`src/rtl/uart_fifo_tx.sv`:
```
// uart_fifo_tx: pops words from a registered-read FIFO and sends each one as a UART frame.
// start bit, LSB-first data, optional parity, one or two stop bits; tx idles high.
//
//   state  | meaning
//   -------+------------------------------------------------------------
//   IDLE   | line high, waiting for enable with a non-empty FIFO
//   FETCH  | pop cycle, then the cycle the FIFO read data is captured
//   START  | start bit, line low
//   DATA   | data bits, LSB first
//   PARITY | optional parity bit
//   STOP   | stop bit(s), line high; frame_done on the very last cycle
module uart_fifo_tx #(
    parameter int CLOCKS_PER_BIT = 868,
    parameter int DATA_WIDTH     = 8,
    parameter int PARITY         = 0,
    parameter int STOP_BITS      = 1
) (
    input  logic                  clock,
    input  logic                  resetn,
    input  logic                  enable,
    input  logic                  fifo_empty,
    input  logic [DATA_WIDTH-1:0] fifo_data,
    output logic                  fifo_pop,
    output logic                  tx,
    output logic                  busy,
    output logic                  frame_done
);

    localparam int CNT_W = $clog2(CLOCKS_PER_BIT);
    localparam int BIT_W = $clog2(DATA_WIDTH) + 1;

    localparam logic [CNT_W-1:0] BAUD_LAST  = CNT_W'(CLOCKS_PER_BIT - 1);
    localparam logic [BIT_W-1:0] DATA_LAST  = BIT_W'(DATA_WIDTH - 1);
    localparam logic [BIT_W-1:0] STOP_LAST  = BIT_W'(STOP_BITS - 1);
    localparam logic             ODD_PARITY = (PARITY == 2);

    typedef enum logic [2:0] {
        S_IDLE,
        S_FETCH,
        S_START,
        S_DATA,
        S_PARITY,
        S_STOP
    } state_t;

    state_t                  state_q, state_d;
    logic [CNT_W-1:0]        baud_cnt_q, baud_cnt_d;
    logic [BIT_W-1:0]        bit_cnt_q, bit_cnt_d;
    logic [DATA_WIDTH-1:0]   shift_q, shift_d;
    logic                    par_bit_q, par_bit_d;
    logic                    tx_q, tx_d;
    logic                    fifo_pop_q, fifo_pop_d;
    logic                    busy_q, busy_d;
    logic                    frame_done_q, frame_done_d;

    logic                    bit_end;
    logic                    start_ok;
    logic [CNT_W-1:0]        baud_next;

    assign bit_end   = (baud_cnt_q == BAUD_LAST);
    assign baud_next = bit_end ? '0 : baud_cnt_q + 1'b1;
    assign start_ok  = enable && !fifo_empty;

    always_ff @(posedge clock or negedge resetn) begin
        if (!resetn) begin
            state_q      <= S_IDLE;
            baud_cnt_q   <= '0;
            bit_cnt_q    <= '0;
            shift_q      <= '0;
            par_bit_q    <= 1'b0;
            tx_q         <= 1'b1;
            fifo_pop_q   <= 1'b0;
            busy_q       <= 1'b0;
            frame_done_q <= 1'b0;
        end else begin
            state_q      <= state_d;
            baud_cnt_q   <= baud_cnt_d;
            bit_cnt_q    <= bit_cnt_d;
            shift_q      <= shift_d;
            par_bit_q    <= par_bit_d;
            tx_q         <= tx_d;
            fifo_pop_q   <= fifo_pop_d;
            busy_q       <= busy_d;
            frame_done_q <= frame_done_d;
        end
    end

    always_comb begin
        state_d    = state_q;
        baud_cnt_d = baud_cnt_q;
        bit_cnt_d  = bit_cnt_q;
        shift_d    = shift_q;
        par_bit_d  = par_bit_q;
        fifo_pop_d = 1'b0;

        case (state_q)
            S_IDLE: begin
                baud_cnt_d = '0;
                bit_cnt_d  = '0;
                if (start_ok) begin
                    state_d    = S_FETCH;
                    fifo_pop_d = 1'b1;
                end
            end
            // first cycle is the pop itself; read data is valid on the second
            S_FETCH: begin
                if (baud_cnt_q == '0) begin
                    baud_cnt_d = CNT_W'(1);
                end else begin
                    baud_cnt_d = '0;
                    shift_d    = fifo_data;
                    par_bit_d  = (^fifo_data) ^ ODD_PARITY;
                    state_d    = S_START;
                end
            end
            S_START: begin
                baud_cnt_d = baud_next;
                if (bit_end) begin
                    bit_cnt_d = '0;
                    state_d   = S_DATA;
                end
            end
            S_DATA: begin
                baud_cnt_d = baud_next;
                if (bit_end) begin
                    shift_d = shift_q >> 1;
                    if (bit_cnt_q == DATA_LAST) begin
                        bit_cnt_d = '0;
                        state_d   = (PARITY != 0) ? S_PARITY : S_STOP;
                    end else begin
                        bit_cnt_d = bit_cnt_q + 1'b1;
                    end
                end
            end
            S_PARITY: begin
                baud_cnt_d = baud_next;
                if (bit_end) begin
                    state_d = S_STOP;
                end
            end
            // a waiting word is popped on the stop->idle edge so only two idle cycles separate frames
            S_STOP: begin
                baud_cnt_d = baud_next;
                if (bit_end) begin
                    if (bit_cnt_q == STOP_LAST) begin
                        bit_cnt_d = '0;
                        if (start_ok) begin
                            state_d    = S_FETCH;
                            fifo_pop_d = 1'b1;
                        end else begin
                            state_d = S_IDLE;
                        end
                    end else begin
                        bit_cnt_d = bit_cnt_q + 1'b1;
                    end
                end
            end
            default: begin
                state_d    = S_IDLE;
                baud_cnt_d = '0;
                bit_cnt_d  = '0;
            end
        endcase
    end

    // outputs are decoded from the next state so the registered pins line up with state_q
    always_comb begin
        tx_d = 1'b1;
        case (state_d)
            S_START:  tx_d = 1'b0;
            S_DATA:   tx_d = shift_d[0];
            S_PARITY: tx_d = par_bit_d;
            default:  tx_d = 1'b1;
        endcase
        busy_d       = (state_d != S_IDLE);
        frame_done_d = (state_d == S_STOP) && (baud_cnt_d == BAUD_LAST) &&
                       (bit_cnt_d == STOP_LAST);
    end

    assign tx         = tx_q;
    assign fifo_pop   = fifo_pop_q;
    assign busy       = busy_q;
    assign frame_done = frame_done_q;

endmodule

```
`config.mk`:
```
export PLATFORM = sky130hd
export DESIGN_NAME = uart_fifo_tx
export DESIGN_NICKNAME = d
export VERILOG_FILES = /design/src/rtl/uart_fifo_tx.sv
export SDC_FILE = /design/constraint.sdc
export NUM_CORES = 1
export LEC_CHECK = 0
export ABC_AREA = 1
export ABC_CLOCK_PERIOD_IN_PS = 2200
export CAP_MARGIN = 20
export CORE_MARGIN = 1
export CORE_UTILIZATION = 45
export DETAILED_ROUTE_END_ITERATION = 8
export DONT_BUFFER_PORTS = 1
export PLACE_DENSITY = 0.63
export SLEW_MARGIN = 20
export SYNTH_ARGS = -nofsm -noshare
export SYNTH_HDL_FRONTEND = slang
export SYNTH_SLANG_ARGS = --single-unit
```
`constraint.sdc`:
```
create_clock -name clock -period 2.2 [get_ports clock]
set_input_delay 0.44 -clock clock [delete_from_list [all_inputs] [get_ports clock]]
set_output_delay 0.44 -clock clock [all_outputs]
set_load 0.01 [all_outputs]
```
* After elaboration in Yosys (flattened, before gate mapping)
Cells that the tools add are included.
W data, S select, Z words.
** Operators by class
- $add $sub $neg :: 2
- Equality and inequality tests :: 14
- Muxes and demuxes :: 29
- Reduce and logical (&&, ||, !) cells :: 14
** Operators with widths (number)
- $mux W3 :: 8
- $eq A10 B10 Y1 const B :: 2
- $mux W4 :: 5
- $pmux W10 S2 :: 1
- $pmux W3 S6 :: 1
- $mux W8 :: 2
- $pmux W4 S4 :: 1
- $pmux W8 S2 :: 1
- $eq A3 B2 Y1 const B :: 4
- $eq A3 B3 Y1 const B :: 4
- $add A10 B1 Y10 const B :: 1
- $logic_not A10 Y1 :: 1
- $mux W10 :: 1
- $logic_not A4 Y1 :: 2
- $reduce_xor A8 Y1 :: 1
- $mux W1 :: 7
- $add A4 B1 Y4 const B :: 1
- $eq A4 B3 Y1 const B :: 1
- $ne A2 B2 Y1 const B :: 2
- $reduce_or A4 Y1 :: 1
- $eq A3 B1 Y1 const B :: 1
- $logic_and A1 B1 Y1 :: 3
- $logic_not A3 Y1 :: 1
- $pmux W1 S3 :: 1
- 6 further kinds :: 6
** Storage, ports and cells
- Flip-flop bits (word level) :: 30
- Input bits :: 12
- Output and inout port bits :: 4
- Word-level logic and storage cells :: 69

* Depth between registers and ports, before layout
- Depth in word-level cells :: 9
- Depth in mapped cells :: 14
- Mapped depth without buffers :: 14

* Least setup slack after synthesis
No wires, ideal clock.
- Path type :: register -> register
- From :: register baud_cnt_q[0]
- To :: register busy_q, in the netlist busy
- Setup time :: 0.124 ns
- Arrival :: 1.523 ns
- Data required time :: 2.076 ns
- Path slack :: 0.553 ns
- Cell stages (with the launch flop) :: 12
- Buffers on the path :: 0
- Clock period less this slack :: 1.647 ns
- Cells stage by stage :: dfrtp_1 ha_1 nand2_1 nor2_2 nand3_2 nand2_1 nand2_1 inv_2 nand2_1 nand2_2 nand2_1 or2_1
** Between the ends
- Word-level cells in the longest chain between the ends :: 4
- Elaborated cells between the ends (all ways) :: 9
- Classes of those cells :: eq/ne: 1; mux: 6; reduce/logical: 2
** Ends and longest elaborated chain
- start, declared :: line 47 : logic [CNT_W-1:0] baud_cnt_q, baud_cnt_d;
- start signal, assigned :: line 77 : baud_cnt_q <= baud_cnt_d;
- $eq A10 B10 Y1 or $logic_not A10 Y1 (tied branches) :: line 60, 107
- $mux W3 (on tied branches)
- $pmux W3 S6 (*) :: line 96 : case (state_q)
- $reduce_bool A3 Y1 (*) :: line 175 : busy_d = (state_d != S_IDLE);
- named net busy_d :: line 53 : logic busy_q, busy_d;
- end signal, assigned :: line 83 : busy_q <= busy_d;
- end, declared :: line 53
The timed path passes the listed nets; every way through them passes the cells marked *.
A chain may end at the register's enable or synchronous reset.

* Final worst setup path
Ends and elaborated chain as after synthesis.

==> flow_summary.yaml <==
status:
  status: "finished clean"
final_layout:
  utilization_pct: 50.9
  nFillCells: 429
  diodes: 0
  stdcell_count: 356
  area_delta_synth_final_pct: 8.11
  nets: 321
  drive_gt1_share_pct: 13.8
worst_setup_path:
  worstSetupPathType: "reg -> reg"
  cp.arrival_ns: 2.05
  crit_path_start_kind: "register"
  cp_max_fo: 5
  required_ns: 2.37
  setup.worst_path.end_class: "register"
power:
  leakagePower_nw: 1.15
  vdd_drop_max_uv: 474
  combPwrFrac_pct: 39.7
  p_clk_share_pct: 20.9
  sw_frac_of_total_pct: 41.4
  power.internal_mw: 1.27
  switching_power_uw: 899
  power_frac_seq_pct: 39.4
  power-per-cell-area_nw_per_um2: 978
  p_total_mw: 2.17
synth:
  syn_avg_cell_area_um2: 6.93
  synth_warnings: 0
  synth_top_cell_area_share_pct: 35.4
  netlist_instances: 296
  netlist_area_um2: 2050
  yosysSeqAreaShare_pct: 36.6
  synth.ff_latch_count: 30
  yosys-top-cells-area: "dfrtp_1 35%, nand2_1 18%, nand3_1 8.3%"
  yosysTopAreaCell: "dfrtp_1"
  synth_nets: 314
  yosysUniqueCellTypes: 29
global_route:
  grt-ovfl-total: 0
  antenna_found_initial: 0
  track_usage_pct: 20.0
  grt_pass1_wl_mm: 7.47
  grt_pass1_vias: 1719
  grt_max_degree: 31
timing:
  max_freq_mhz: 529
  finalSetupViolations: 0
  relSlewSlack_pct: 78.3
  period_share_pct: 85.9
  finalClockSkew_ns: 0.00840
  fin_ws_ns: 0.311
  rsz0062_at_grt: "no"
  hold_viol: 0
  worst_slew_pin_slew_ns: 0.326
  final_max_slew_viol_count: 0
  tns_ns: 0
  timing.final.crit_period_ns: 1.89
floorplan:
  io_pins: 16
  core_area_um2: 4350
  rows: 24
  start_util_pct: 47.1
  die_area_um2: 4830
  dieWidth_um: 69.5
  die_h_um: 69.5
routing:
  dr.pass1.iters: 4
  detail_route.vias_per_cell: 4.90
  post_drt_wl_per_cell_um: 11.8
  route.detailed.drc: 0
  first_iter_violations: 116
  vias: 1744
  wl_mm: 4.21
  ant_nets: 0
worst_hold_path:
  hp-class: "in -> reg"
run:
  max_cap_viol_count: 0
placement:
  placed_cells: 346
  pre_cts_ws_ns: 0.324
  gp_congestion: 0.810
  port_buffers: 0
  post-dp-hpwl_mm: 3.17
cts:
  htreeDepth: 2
  clock-sinks: 30
  clk_path_buf_depth: 2
  cts.clk_slew.worst_paths_ns: 0.06
  clk_latency_ns: 0.29
  cts-root-buf: "clkbuf_8"
  ctsResizeCount: 0
  cts_tree: "yes"
  numCtsBuffers: 5
[per-layer routing]
| layer | vias up | track usage (%) | wire length, um |
|---|---|---|---|
| li1 | 924 | - | - |
| met1 | 787 | 26.4 | 2060 |
| met2 | 27 | 31.7 | 1910 |
| met3 | 6 | 4.94 | 172 |
| met4 | 0 | 7.48 | 67 |
| met5 | - | 0 | 0 |
[worst max-delay path, cell delays in order (launching register included)]
cell,delay [ns]
dfrtp_1,0.41
ha_1,0.25
nand2_1,0.10
nor2_2,0.22
nand3_2,0.12
nand2_1,0.10
nand2_1,0.07
inv_2,0.04
nand2_1,0.08
nand2_2,0.11
nand2_1,0.07
or2_1,0.20
[power groups by stage]
stage | clock network (mW) | registers (mW) | logic, mW
after floorplan | 0 | 0.836 | 0.705
after global placement | 0 | 0.863 | 0.843
after detailed placement | 0 | 0.866 | 0.845
after CTS | 0.465 | 0.856 | 0.871
after global routing | 0.491 | 0.875 | 1.02
final | 0.453 | 0.856 | 0.861
[kinds of logic after synthesis]
kind of cell | synth area share [%]
compound gates | 3.05
xor+xnor | 4.27
fa+ha+maj | 3.66
buf+inv | 9.02
flops | 36.6
simple gates | 43.4
[through the flow]
step	cell area, um2	hold slack [ns]
5_1_grt	2220	0.291
4_1_cts	2220	0.287
2_1_floorplan	2050	0.144
6_report	2220	0.283
3_5_place_dp	2100	0.145
3_3_place_gp	2100	0.145
[synth_stat cells (all sizes together)]
master	count
o22ai	1
xnor2	5
nor3	2
ha	6
nand3	37
a21oi	3
nand4	2
nand2	107
xor2	5
a22o	1
o21ai	5
buf	2
o21bai	1
nor2	42
or2	2
dfstp	1
clkinv	1
and2	1
inv	43
dfrtp	29
[registers in the layout, summed over array words and instances (netlist names)]
name and flops:
busy 1, par_bit_q 1, fifo_pop 1, shift_q 8
tx 1, baud_cnt_q 10, frame_done 1, state_q 3
bit_cnt_q 4
[layout make-up]
| type | instances | area [um2] | area share [%] |
|---|---|---|---|
| Timing Repair Buffer | 2 | 30.0 | 1.35 |
| Sequential cell | 30 | 752 | 33.9 |
| Clock buffer | 8 | 90.1 | 4.06 |
| Multi-Input combinational cell | 220 | 1110 | 50.3 |
| Tap cell | 52 | 65.1 | 2.93 |
| Inverter | 44 | 166 | 7.50 |
[timing repair]
item                                   in CTS  in global routing
endpoints found under the hold margin      30                  0
buffers inserted                            0                  0
hold buffers                                2                  0
[path summary, 6_finish.rpt]
path                               start          to  slack, ns  cells after the start
hold / removal              fifo_data[5]  shift_q[5]       0.28                      2
setup / recovery           baud_cnt_q[0]        busy       0.31                     11
max in group asynchronous         resetn          tx       1.32                      2
min in group asynchronous         resetn  shift_q[1]       0.63                      2
setup reg to reg           baud_cnt_q[0]        busy       0.31                     11
hold reg to reg               shift_q[0]  shift_q[0]       0.48                      2
[cell usage in the layout, fill, tap and decap left out, types with 2 or more instances in the layout]
cell,netlist,layout
a21oi_1,3,3
clkbuf_1,0,2
clkbuf_8,0,6
dfrtp_1,29,29
ha_1,6,6
inv_1,33,33
inv_2,10,10
nand2_1,96,96
nand2_2,8,8
nand2_4,3,3
nand3_1,34,34
nand3_2,3,3
nand4_1,2,2
nor2_1,34,34
nor2_2,5,5
nor2_4,3,3
o21ai_0,5,5
xnor2_1,5,5
xor2_1,5,5
Note: power is estimated with default switching activity, not from simulation.
